[src/rtl/count_mod_n.sv]
`default_nettype none
// ============================================================================
// Module   : count_mod_n
// Brief    : Loadable modulo-N up/down digit counter with wrap/halt mode,
//            combinational terminal count and sticky count_end flag.
// Revision : 1.0 - initial release
// ============================================================================
module count_mod_n #(
    parameter int MODULUS = 10,
    parameter int WIDTH   = 4,
    parameter int WRAP    = 1
) (
    input  logic             clk,
    input  logic             clear,
    input  logic [WIDTH-1:0] data,
    input  logic             load,
    input  logic             en,
    input  logic             up,
    output logic [WIDTH-1:0] count,
    output logic             tc,
    output logic             count_end
);

    localparam logic [WIDTH-1:0] c_max  = WIDTH'(MODULUS - 1);
    localparam logic [WIDTH-1:0] c_zero = '0;
    localparam logic             c_wrap = (WRAP != 0);

    logic [WIDTH-1:0] r_count;
    logic             r_count_end;
    logic             w_at_term;
    logic [WIDTH-1:0] w_step;
    logic [WIDTH-1:0] w_load_val;

    assign w_at_term  = up ? (r_count == c_max) : (r_count == c_zero);
    assign w_load_val = (data > c_max) ? c_max : data;

    // At the terminal value the next state is the opposite end (wrap) or
    // the terminal value itself (halt); never passes through 2**WIDTH.
    always_comb begin
        w_step = r_count;
        if (up) begin
            if (r_count == c_max)
                w_step = c_wrap ? c_zero : c_max;
            else
                w_step = r_count + 1'b1;
        end else begin
            if (r_count == c_zero)
                w_step = c_wrap ? c_max : c_zero;
            else
                w_step = r_count - 1'b1;
        end
    end

    always_ff @(posedge clk) begin
        if (clear) begin
            r_count     <= c_zero;
            r_count_end <= 1'b0;
        end else if (load) begin
            r_count     <= w_load_val;
            r_count_end <= 1'b0;
        end else if (en) begin
            r_count <= w_step;
            if (w_at_term)
                r_count_end <= 1'b1;
        end
    end

    assign count     = r_count;
    assign count_end = r_count_end;
    assign tc        = en & ~load & ~clear & w_at_term;

endmodule
`default_nettype wire

[config.mk]
export PLATFORM = sky130hd
export DESIGN_NAME = count_mod_n
export DESIGN_NICKNAME = d
export VERILOG_FILES = /design/src/rtl/count_mod_n.sv
export SDC_FILE = /design/constraint.sdc
export NUM_CORES = 1
export LEC_CHECK = 0
export ABC_CLOCK_PERIOD_IN_PS = 1600
export CORE_AREA = 2 2 39 41
export DETAILED_ROUTE_END_ITERATION = 8
export DIE_AREA = 0 0 41 43
export PLACE_DENSITY_LB_ADDON = 0.3
export REMOVE_ABC_BUFFERS = 1
export SLEW_MARGIN = 20
export SYNTH_ARGS = -nofsm -noshare
export SYNTH_HDL_FRONTEND = slang
export SYNTH_SLANG_ARGS = --single-unit
export TNS_END_PERCENT = 10
[constraint.sdc]
create_clock -name clk -period 1.6 [get_ports clk]
set_input_delay 0.32 -clock clk [delete_from_list [all_inputs] [get_ports clk]]
set_output_delay 0.32 -clock clk [all_outputs]
set_load 0.05 [all_outputs]
After elaboration in Yosys (flattened, before gate mapping)
Cells that the tools add are included.
Word-level totals
  register bits: 5
  output and inout port bits: 6
  logic and storage cells: 22
Cells by class
  bitwise operators: 5
  eq/ne operators: 1
  multiplexer cells: 7
  $lt $le $gt $ge: 1
  reduce and logical (&&, ||, !) cells: 4
  add/sub/neg operators: 2
Operators with widths (number)
  4-bit 2-to-1 mux: 6
  4-bit by 1-bit adder with 4-bit output, second input constant: 1
  4-bit == test, second input constant: 1
  4-bit greater-than comparator, second input constant: 1
  4-bit zero test: 1
  4-bit by 1-bit subtractor with 4-bit output, second input constant: 1
  1-bit bitwise AND: 3
  1-bit inverter: 2
  2-bit AND reduction: 1
  2-bit nonzero test: 1
  2-bit OR reduction: 1
  1-bit 2-to-1 mux: 1

Logic depth before layout (Yosys ltp)
  depth in word-level cells: 5
  depth in mapped cells: 4

Least setup slack after synthesis
OpenSTA, ideal clock, no wires.
  kind: reg2out
  start: reg r_count[3], in the netlist count[3]
  end: out tc
  arrival: 2178 ps
  buffers on the path: 1
  setup slack: -898 ps
  cell stages (with the launch flop): 5
  required time: 1280 ps
  path through: dfxtp_1 buf_4 and3_2 o211ai_1 nor3_1
Between the ends
  cells in the longest elaborated chain, start to end: 3
  elaborated cells between the ends (all ways): 4
Ends and longest elaborated chain
  start, declared: RTL line 28  | logic [WIDTH-1:0] r_count;
  start signal, assigned: RTL line 56  | r_count <= c_zero;
  start signal, assigned: RTL line 59  | r_count <= w_load_val;
  start signal, assigned: RTL line 62  | r_count <= w_step;
  4-bit == test / 4-bit zero test (equally long branches): RTL line 34  | assign w_at_term = up ? (r_count == c_max) : (r_count == c_zero);
  1-bit 2-to-1 mux *: RTL line 34
  1-bit bitwise AND *: RTL line 70  | assign tc = en & ~load & ~clear & w_at_term;
  end, declared: RTL line 20  | output logic tc,
Mark *: on every way between the ends. The rest lies on a longest branch, timed or not.

Worst setup path in the final report
  start: reg r_count[0], in the netlist count[0]
  end: out tc
Same word-level chain as after synthesis.

==> key figures <==
Run status
  • Outcome: finished clean

Critical path
  • Delay-heaviest family, CP: flip-flops
  • Crit path capture type: output pin
  • CP required: 1280 ps
  • Crit Path Category: flop to output pin
  • Crit-path max cell delay: 360 ps
  • Slowest CP cell: dfxtp_2
  • Buf/Inv on CP: 1
  • Crit path max fanout: 4
  • Startpoint types: flop
  • Critical Path AT: between 1000 and 1500 ps
  • CP cell instances: and3_2 > o211ai_1 > nor3_2 > clkbuf_16

Power
  • Pleak: 0.2661 nW
  • Pwr Density: 738.9 nW/um^2
  • Logic pwr share: 0.373
  • Sequential Power Share: 0.305
  • Clock share of power: 0.322
  • VDD IR max: 379.9 uV
  • Power Total: 0.4891 mW
  • P_int: 0.3252 mW
  • Switching share of power: 0.3351
  • Psw: 0.1639 mW

Synthesis
  • Netlist cell types: 26
  • Yosys warns: 0
  • Count of state elements after synthesis: 5
  • Register area share after synthesis: 0.2740
  • Synth Area per Inst: 8.119 um^2
  • Cell Area, Synth: 365.4 um^2
  • Mapped Cells: 45

STA
  • Setup Viol. Count Final: 0
  • Setup_tns: 0 ps
  • Worst setup margin: 25.51 ps
  • Slew HR: 0.8404
  • Layout Skew: 9.631 ps
  • Crit path time final: 1574 ps
  • Final slew viol count: 0
  • Final hold violation count: 0
  • Final worst-path cycle share: 0.9841
  • Max Clk Rate: 635.1 MHz
  • Worst-margin pin slew: 237.9 ps
  • RSZ-0062 raised after global routing: yes

Layout
  • Antenna diode count: 0
  • Final std cell area, no fill: approximately 660 um^2
  • Layout cells sized above 1: 0.3478
  • Area delta synth->final: 81.16%
  • Fin cells: 85
  • Nets: 79

Route
  • Initial DRC count: 14
  • Antenna Nets Post-Route: 0
  • Drt first pass iters: 4
  • Routed vias: 433
  • Drt wl/cell: 11.95 um
  • Routed vias/inst: 5.094
  • DRC viols: 0
  • Final wirelength: 1.016 mm

Clocking
  • CTS root buffer: clkbuf_4
  • Clock Sinks: 5
  • H-tree levels: 1
  • Cts bufs inserted: 3
  • Clock-pin slew on the worst setup and hold paths: 50 ps
  • Clock tree buffer depth: 2
  • Clk_lat worst skew: 250 ps
  • Setup Buffers After CTS: 0
  • Post-CTS Hold Buffers: 0
  • CTS tree: built

Global route
  • Grt total ovfl: 0
  • Gr usage total: 0.1335
  • Pin count of the biggest net entering global routing: 10
  • Initial antenna violation count: 0
  • Number of global-route vias before repair: 382
  • First-pass GRT wire length: about 1.6 mm

Die
  • Initial core utilization: 0.2640
  • Full die area: 1763 um^2
  • Std-Cell Rows: 14
  • Core area: between 1000 and 1500 um^2
  • Die width: 41 um
  • Ports: 15
  • Chip Height: 43 um

Placement
  • Post-Place Cells: 81
  • DP HPWL: about 760 um
  • Post-place instance area: around 620 um^2
  • Pre-CTS WS: -310.5 ps
  • # port buffers: 14
  • GPL Wtd Cong: roughly 0.9

Run
  • Max cap viols: 0

Min path
  • Hold Path Class: flop to flop
[routing by layer]
layer / vias up / GRT usage / part of all wire
li1: 220 / - / -
met1: 200 / 0.1543 / 0.45
met2: 13 / 0.2000 / 0.47
met3: 0 / 0.07853 / 0.077
met4: 0 / 0.04000 / 0
met5: - / 0 / 0
[synth_stat cells]
library cell,instances,share of area
xor2_1,1,0.024
or4b_1,1,0.027
and2_1,1,0.017
nor4_1,1,0.017
nor2_1,2,0.021
inv_1,5,0.051
a221oi_1,1,0.024
xnor2_1,2,0.048
dfxtp_1,5,0.27
buf_6,1,0.031
a31oi_1,1,0.017
and3_2,1,0.021
nand2b_1,1,0.017
a211oi_1,1,0.021
o311a_1,2,0.055
nor3_1,3,0.041
clkbuf_1,1,0.010
a211o_1,1,0.024
a311oi_1,1,0.024
or3_1,1,0.017
buf_4,1,0.021
nand3_1,1,0.014
a21oi_1,3,0.041
o211ai_1,2,0.041
o21ai_0,3,0.041
a2111o_1,2,0.062
[per-stage QoR]
stage,hold WS [ps],util
after global placement,440.3,0.4467
after floorplan,392.1,-
final,452.6,0.4783
after global routing,471.7,0.4783
after detailed placement,445.7,0.4467
after CTS,454.2,0.4702
[state kept, by name (all words and copies together) (netlist names)]
| name | cells |
|---|---|
| count | 4 |
| count_end | 1 |
[worst reg2reg max path, delay by kind of cell (launching register included)]
kind / cells / cell delay [ps]
AOI/OAI and AO/OA: 2 / 670
xor gates and xnor gates: 1 / 180
buffers and inverters: 1 / 170
DFF: 1 / 340
[kinds of logic after synthesis]
kind of cell / share of synthesized area
AOI/OAI and AO/OA: 0.3493
xor gates and xnor gates: 0.07193
and+or+nand+nor: 0.1918
buffers and inverters: 0.1130
DFF: 0.2740
[path summary, 6_finish.rpt]
kind / slack [ps] / from / cells after the start / to
hold reg to reg: 450 / count_end / 2 / count_end
hold / removal: 450 / count_end / 2 / count_end
setup / recovery: 30 / count[0] / 4 / tc
setup reg to reg: 140 / count[0] / 4 / count[1]
[power by group through the flow]
stage | registers, mW | logic [mW] | clock network, mW
after floorplan | 0.183 | 0.0456 | 0
final | 0.149 | 0.183 | 0.157
after CTS | 0.148 | 0.181 | 0.165
after detailed placement | 0.150 | 0.181 | 0
after global placement | 0.150 | 0.182 | 0
after global routing | 0.150 | 0.195 | 0.171
[cell usage in the layout, fill, tap and decap left out, types with 2 or more instances in the layout]
cell             count
buf_4               10
clkdlybuf4s50_1      6
inv_1                5
buf_12               4
o21ai_0              3
a21oi_1              3
clkbuf_4             3
dfxtp_2              3
nor3_2               2
nor2_1               2
o211ai_1             2
o311a_1              2
xnor2_1              2
a2111o_1             2
dfxtp_1              2
[cell type report]
| cell class | count | area (um^2) |
|---|---|---|
| multi-input combinational | 32 | 234.0 |
| sequential | 5 | 103.9 |
| timing repair buffer | 23 | 259.0 |
| inverter | 5 | 18.77 |
| tap | 16 | 20.02 |
| fill | 134 | 721.9 |
| clock buffer | 4 | 26.28 |
[repair_timing]
action                     4_1_cts  5_1_grt
gates cloned                     0        0
setup endpoints to repair        1        1
resized for setup                6        3
pin swaps                        2        3
Power figures use the tool's default switching activity.
